<file path="src/rtl/bcd_accum_seq_pkg.sv">
// Shared constants for the digit-serial BCD accumulator: opcodes, FSM states
// and decimal digit limits.
package bcd_accum_seq_pkg;

    localparam logic [1:0] OP_CLEAR = 2'd0;
    localparam logic [1:0] OP_LOAD  = 2'd1;
    localparam logic [1:0] OP_ADD   = 2'd2;
    localparam logic [1:0] OP_SUB   = 2'd3;

    localparam logic [1:0] ST_IDLE = 2'd0;
    localparam logic [1:0] ST_RUN  = 2'd1;
    localparam logic [1:0] ST_DONE = 2'd2;

    localparam logic [3:0] BCD_MAX = 4'd9;
    localparam logic [3:0] BCD_ADJ = 4'd6;

    // Subtraction is done as addition of the nine's complement plus an initial carry.
    function automatic logic [3:0] nines_comp(input logic [3:0] digit);
        return BCD_MAX - digit;
    endfunction

endpackage

</file>
<file path="src/rtl/bcd_accum_seq_digit_add.sv">
// Single-digit BCD adder: binary sum of two digits and a carry, with the
// +6 decimal correction whenever the sum exceeds nine.
module bcd_digit_add
    import bcd_accum_seq_pkg::*;
(
    input  logic [3:0] a,
    input  logic [3:0] b,
    input  logic       cin,
    output logic [3:0] d,
    output logic       cout
);

    logic [4:0] s;

    always_comb begin
        s = {1'b0, a} + {1'b0, b} + {4'b0, cin};
        if (s > {1'b0, BCD_MAX}) begin
            d    = s[3:0] + BCD_ADJ;
            cout = 1'b1;
        end else begin
            d    = s[3:0];
            cout = 1'b0;
        end
    end

endmodule

</file>
<file path="src/rtl/bcd_accum_seq.sv">
// Digit-serial packed-BCD accumulator: CLEAR/LOAD complete in one step,
// ADD/SUB walk the digits least-significant first through one shared digit adder.
module bcd_accum_seq
    import bcd_accum_seq_pkg::*;
#(
    parameter  int DIGITS = 4,
    localparam int CNT_W  = (DIGITS > 1) ? $clog2(DIGITS) : 1
) (
    input  logic                clk,
    input  logic                rst,
    input  logic                in_valid,
    output logic                in_ready,
    input  logic [1:0]          op,
    input  logic [4*DIGITS-1:0] operand,
    output logic [4*DIGITS-1:0] acc,
    output logic                done,
    output logic                carry,
    output logic                err
);

    logic [1:0]          state;
    logic [CNT_W-1:0]    idx;
    logic [1:0]          op_r;
    logic [4*DIGITS-1:0] opnd_r;
    logic [4*DIGITS-1:0] acc_r;
    logic                c_r;
    logic                carry_r;
    logic                done_r;
    logic                err_r;

    logic [DIGITS-1:0]   nib_bad;
    logic                operand_bad;
    logic [3:0]          a_dig;
    logic [3:0]          b_raw;
    logic [3:0]          b_dig;
    logic [3:0]          sum_dig;
    logic                sum_cout;
    logic                last_dig;

    for (genvar g = 0; g < DIGITS; g++) begin : g_check
        assign nib_bad[g] = operand[4*g +: 4] > BCD_MAX;
    end
    assign operand_bad = |nib_bad;

    assign a_dig    = acc_r[4*int'(idx) +: 4];
    assign b_raw    = opnd_r[4*int'(idx) +: 4];
    assign b_dig    = (op_r == OP_SUB) ? nines_comp(b_raw) : b_raw;
    assign last_dig = (idx == CNT_W'(DIGITS - 1));

    bcd_digit_add u_digit_add (
        .a    (a_dig),
        .b    (b_dig),
        .cin  (c_r),
        .d    (sum_dig),
        .cout (sum_cout)
    );

    always_ff @(posedge clk) begin
        if (rst) begin
            state   <= ST_IDLE;
            idx     <= '0;
            op_r    <= OP_CLEAR;
            opnd_r  <= '0;
            acc_r   <= '0;
            c_r     <= 1'b0;
            carry_r <= 1'b0;
            done_r  <= 1'b0;
            err_r   <= 1'b0;
        end else begin
            done_r <= 1'b0;
            err_r  <= 1'b0;
            case (state)
                ST_IDLE: begin
                    if (in_valid) begin
                        if (op != OP_CLEAR && operand_bad) begin
                            err_r <= 1'b1;
                        end else begin
                            case (op)
                                OP_CLEAR: begin
                                    acc_r   <= '0;
                                    carry_r <= 1'b0;
                                    done_r  <= 1'b1;
                                end
                                OP_LOAD: begin
                                    acc_r   <= operand;
                                    carry_r <= 1'b0;
                                    done_r  <= 1'b1;
                                end
                                default: begin
                                    op_r   <= op;
                                    opnd_r <= operand;
                                    idx    <= '0;
                                    c_r    <= (op == OP_SUB);
                                    state  <= ST_RUN;
                                end
                            endcase
                        end
                    end
                end
                // Final carry is inverted for SUB so that carry reports a borrow.
                ST_RUN: begin
                    acc_r[4*int'(idx) +: 4] <= sum_dig;
                    c_r <= sum_cout;
                    if (last_dig) begin
                        idx     <= '0;
                        done_r  <= 1'b1;
                        carry_r <= (op_r == OP_SUB) ? ~sum_cout : sum_cout;
                        state   <= ST_DONE;
                    end else begin
                        idx <= idx + CNT_W'(1);
                    end
                end
                ST_DONE: state <= ST_IDLE;
                default: state <= ST_IDLE;
            endcase
        end
    end

    assign in_ready = (state == ST_IDLE);
    assign acc      = acc_r;
    assign done     = done_r;
    assign carry    = carry_r;
    assign err      = err_r;

endmodule
</file>
<file path="config.mk">
export PLATFORM = sky130hd
export DESIGN_NAME = bcd_accum_seq
export DESIGN_NICKNAME = d
export VERILOG_FILES = /design/src/rtl/bcd_accum_seq_pkg.sv /design/src/rtl/bcd_accum_seq_digit_add.sv /design/src/rtl/bcd_accum_seq.sv
export SDC_FILE = /design/constraint.sdc
export NUM_CORES = 1
export LEC_CHECK = 0
export CORE_ASPECT_RATIO = 1.5
export CORE_MARGIN = 2
export CORE_UTILIZATION = 30
export CTS_CLUSTER_DIAMETER = 30
export DETAILED_ROUTE_END_ITERATION = 7
export SYNTH_ARGS = -nofsm -noshare
export SYNTH_HDL_FRONTEND = slang
export SYNTH_SLANG_ARGS = --single-unit
</file>
<file path="constraint.sdc">
create_clock -name clk -period 4 [get_ports clk]
set_clock_uncertainty 0.1 [all_clocks]
set_input_delay 0.8 -clock clk [delete_from_list [all_inputs] [get_ports clk]]
set_output_delay 0.8 -clock clk [all_outputs]
set_load 0.01 [all_outputs]
</file>
Word-level counts from Yosys, hierarchy flattened. Index checks and enable logic that the tools add are counted.

Register bits after elaboration: 42. Input bits: 21. Output and inout bits: 20. Word-level logic and storage cells: 87.

Add/sub/neg operators: 6. Order comparisons: 5. Equality and inequality tests: 11. Shifts and indexed selects: 4. Multiplexer cells: 34. Bitwise gates (word level): 5. Reductions and logical operators: 13.

Operators with widths (number): 16-bit case mux with 2 select lines (2); 4-bit negator with 33-bit output (1); 4-bit by 33-bit variable shift with 16-bit output (first input constant) (1); 4-bit by 33-bit variable part select with 16-bit output (1); 16-bit two-way mux (2); 16-bit by 5-bit variable part select with 4-bit output (2); 16-bit bitwise mux (1); 4-bit greater-than comparator (second input constant) (4); 2-bit two-way mux (8); 4-bit AND reduction (4); 1-bit two-way mux (14); 2-bit != test (second input constant) (5); 4-bit two-way mux (2); 2-bit case mux with 2 select lines (2); 2-bit equality test (second input constant) (3); 1-bit case mux with 2 select lines (3); 4-bit by 4-bit adder with 5-bit output (1); 5-bit by 1-bit adder with 5-bit output (1); 5-bit by 4-bit greater-than comparator with 1-bit output (second input constant) (1); 1-bit NOT (5); 5-bit AND reduction (1); 4-bit by 3-bit adder with 4-bit output (second input constant) (1); 2-bit by 1-bit equality test with 1-bit output (second input constant) (2); 2-bit zero test (2); 8 further kinds (9).

Depth between registers and ports, before layout.
Depth in word-level cells: 11. Depth in mapped cells: 14. Mapped depth without buffers: 13.

Cells and area by module. From an unflattened synthesis, not the netlist that was laid out.

Cells, all modules: 296. Area total of the unflattened synthesis: 2762.6 um^2.

Modules (own cells, without submodules): bcd_accum_seq (instances 1, cells each 274, area an instance 2551.2 um^2, sequential area each 840.8 um^2); bcd_digit_add (instances 1, cells each 22, area an instance 211.5 um^2, sequential area each 0.0 um^2).

Worst setup path before layout. OpenSTA, ideal clock, no wires.

Path kind: register -> register. From: register idx[0]. To: register acc_r[14] (netlist: acc[14]). Setup time: 0.124 ns. Data arrival time: 3.459 ns. Required time: 3.776 ns. Slack: 0.317 ns. Stages on the path, launching flop included: 15. Path buffers: 1. Period minus slack after synthesis: 3.683 ns. Cells stage by stage: dfxtp_1 > buf_2 > mux4_2 > inv_1 > ha_1 > mux2_2 > ha_1 > xor2_1 > inv_1 > ha_1 > nand2_1 > o31ai_2 > o31a_1 > o221ai_2 > o21ai_1.

Longest elaborated chain between the ends: 10. Elaborated cells on any way between the ends: 14. Those cells by class: add/sub: 5; order compare: 1; shift: 4; mux: 4.

RTL lines: start: declaration (line bcd_accum_seq.sv:22) `logic [CNT_W-1:0] idx;`; start signal: assignment (line bcd_accum_seq.sv:110) `idx <= idx + CNT_W'(1);`; 16-bit by 5-bit variable part select with 4-bit output (line bcd_accum_seq.sv:46) `assign b_raw = opnd_r[4*int'(idx) +: 4];`; 4-bit subtractor (line bcd_accum_seq_pkg.sv:19) `return BCD_MAX - digit;`; 4-bit two-way mux (line bcd_accum_seq.sv:47) `assign b_dig = (op_r == OP_SUB) ? nines_comp(b_raw) : b_raw;`; 4-bit by 4-bit adder with 5-bit output (line bcd_accum_seq_digit_add.sv:16) `s = {1'b0, a} + {1'b0, b} + {4'b0, cin};`; 5-bit by 1-bit adder with 5-bit output (line bcd_accum_seq_digit_add.sv:16); 4-bit by 3-bit adder with 4-bit output / 5-bit by 4-bit greater-than comparator with 1-bit output (equally long branches) (line bcd_accum_seq_digit_add.sv:18, bcd_accum_seq_digit_add.sv:17); 4-bit two-way mux (line bcd_accum_seq_digit_add.sv:17) `if (s > {1'b0, BCD_MAX}) begin`; 4-bit by 33-bit variable part select with 16-bit output (line bcd_accum_seq.sv:102) `acc_r[4*int'(idx) +: 4] <= sum_dig;`; 16-bit bitwise mux (*) (line bcd_accum_seq.sv:102); 16-bit case mux with 2 select lines (*) (line bcd_accum_seq.sv:72) `case (state)`; end signal: assignment (line bcd_accum_seq.sv:85) `acc_r <= operand;`; end signal: indexed assignment (line bcd_accum_seq.sv:102); end: declaration (line bcd_accum_seq.sv:25) `logic [4*DIGITS-1:0] acc_r;`.

Mark *: on every way between the ends. The rest lies on a longest branch, timed or not. A chain may end at the register's enable or synchronous reset.

Worst setup path after layout. Ends and elaborated chain as after synthesis.

==> qor.txt <==
Final Critical Period = 3720 ps
post-route setup slack = 277 ps
Final Cycle Share = 93.1%
drt first pass iters = 4
clock tree sinks = 42
DR vias = 2140
Critical Path Max Stage Delay = 510 ps
met3 wire length = 279 µm
worst-margin pin slew = 454 ps
critical path arrival = 3790 ps
Max Slew Vio Count = 0
Synth Area in Adders = 6.04%
Die H = 116 µm
vias per std cell = 5.13
Routed met2 length = 3700 µm
Synth Area in XOR/XNOR = 1.04%
CTS tree = built
grt total ovfl = 0
die span in x = 79.0 µm
total length of routed wires = 7200 µm
drt wl/cell = 17.3 µm
Yosys warning total = 0
Cells after Synth = 268
Synth top area share = 33.3%
multi-input logic area = 0.00156 mm²
top layer used by detailed routing = met4
GRT Overall Usage = 16.4%
Critical Path End Type = flip-flop
critical path peak fanout = 8
port bufs = 40
Final setup viols = 0
Post CTS Setup Buffer Count = 0
Setup TNS = 0 ps
CTS max path bufs = 2
# H-tree levels = 2
Hold WS = 389 ps
Total Nets Final = 341
top cells by area, synth = dfxtp_1 (33%), mux2i_1 (8.3%), mux4_2 (7.1%)
main combinational cell family by area after synthesis = multiplexers
Min-Delay Path Class = flip-flop to flip-flop
Main synth FF type = dfxtp_1
Yosys reg bits = 42
sequential fraction of the synthesis area = 33.3%
Fill cells = 822
layout cells sized above 1 = 14.2%
Clock transition at path regs = 60 ps
fmax = 0.269 GHz
Pwr Total = 1.03 mW
Setup crit start kind = flip-flop
worst-skew pair later-pin latency = 290 ps
Synth Area in Simple Gates = 18.7%
CP Class = flip-flop to flip-flop
mux contribution to synthesized area = 19.4%
CP Cell Sequence = buf_4, mux4_2, inv_1, fa_1, inv_1, fa_1, xor2_1, inv_1, ha_1, nand2_1, o31ai_2, o31a_1, o221ai_2, o21ai_1
most frequent CP cell = inv_1
Initial Utilization = 30.4%
die area = 0.00919 mm²
area leader, netlist = dfxtp_1
initial antenna violation count = 0
leak pwr = 1.11 nW
max cap viols = 0
clock buffer count from CTS = 5
Post-synth EDFFs = 0
register area = 841 µm²
Synth cell types = 61
M1 WL = 2780 µm
first-pass GRT wire length = 11300 µm
Placer Congestion = 0.997
Core Box Area = 0.00831 mm²
dpl hpwl = 5860 µm
PD cells = 321 mW/mm²
VDD IR max = 251 µV
final hold vios = 0
slowest CP cell = mux4_2
Hold Buf Count CTS = 0
largest net degree at the start of global routing = 21
antenna fix cells = 0
status = finished, final reports clean
DRC = 0
unrepaired setup endpoints after global routing = no
First DRT Iteration DRCs = 113
Antenna Violating Nets Remaining = 0
Mapped Nets = 300
asr flop ratio synth = 0%
Compound-Gate Fraction of Synth Area = 16.2%
Avg Cell Area, Syn = 9.44 µm²
worst path required time = 4070 ps
row cnt = 41
I/O pin cnt = 41
vias in the first global route = 2137
Place WS = 251 ps
post-CTS sizing = 0
Area growth, synth to finish = 26.3%
slew margin rel. = 69.6%
clk root buf = clkbuf_16
Syn Std Cell Area = 0.00253 mm²
final timing paths:
check	start	to	slack, ps	depth (start not counted)
worst max-delay path	idx[0]	acc[14]	280	14
worst min-delay path	opnd_r[13]	opnd_r[13]	390	2
worst max register to register	idx[0]	acc[14]	280	14
worst min register to register	opnd_r[13]	opnd_r[13]	390	2
power breakdown:
| group | total, mW | internal [mW] | switching [mW] |
|---|---|---|---|
| combinational | 0.171 | 0.0766 | 0.0944 |
| sequential | 0.441 | 0.431 | 0.0101 |
| clock | 0.413 | 0.247 | 0.166 |
| total | 1.03 | 0.755 | 0.271 |
Yosys cell counts, types with 3 or more instances:
library cell,instances
a21oi_1,9
a31oi_1,3
mux2_2,5
a211oi_1,4
ha_1,9
mux2i_1,21
inv_1,16
dfxtp_1,42
nand3_1,3
nor2_1,32
or3_1,3
o21ai_1,9
mux4_2,8
o21ai_2,3
mux2_1,4
o21ai_0,4
o31ai_1,7
clkbuf_1,7
nand2_1,28
nand4_1,3
layer usage:
metal  up-vias  global-route usage, %
met5         -                      0
met4         0                   11.4
met3        23                   2.78
met2        61                   28.8
met1       999                   17.9
li1       1057                      -
flip-flops by register name (all words and copies together) (netlist names):
name	cells
acc	16
state	2
op_r	2
carry	1
done	1
c_r	1
idx	2
opnd_r	16
err	1
critical path: cells and delay by family, from the launching register on:
family | cells | cell delay (ps)
flops | 1 | 470
simple gates | 1 | 110
fa+ha+maj | 3 | 870
buf+inv | 4 | 490
compound gates | 4 | 790
xor+xnor | 1 | 280
mux | 1 | 510
placed cells by master (no fill, tap or decap), types with 3 or more instances in the layout:
master and n:
mux2_2 5, inv_1 16, mux2_1 4, clkdlybuf4s50_1 40, a31oi_1 3, dfxtp_1 42, ha_1 9, o31ai_1 7
buf_4 6, a21oi_1 9, or3_1 3, a211oi_1 4, nor2_1 32, o21ai_2 3, o21ai_0 4, clkbuf_16 5
nand3_1 3, nand2_1 28, o21ai_1 9, mux2i_1 21, mux4_2 8, nand4_1 3
cell families after synthesis:
kind of cell / after synthesis
AND/OR/NAND/NOR: 89
AO/OA/AOI/OAI: 57
flip-flops: 42
multiplexers: 38
buffers and inverters: 28
adder cells (fa/ha/maj): 11
XOR/XNOR: 3
through the flow:
stage	cells	util [%]	instance area [µm²]
after detailed placement	409	36.6	3040
after floorplan	268	-	2530
after global placement	409	36.6	3040
after CTS	417	38.4	3190
after global routing	417	38.4	3190
final	417	38.4	3190
final cells by class:
| class | instances | area share (%) |
|---|---|---|
| Clock buffer | 6 | 4.35 |
| Clock inverter | 2 | 0.392 |
| Inverter | 16 | 1.88 |
| Multi-Input combinational cell | 198 | 48.9 |
| Sequential cell | 42 | 26.3 |
| Tap cell | 107 | 4.19 |
| Timing Repair Buffer | 46 | 13.9 |
(Power assumes the default switching activity.)
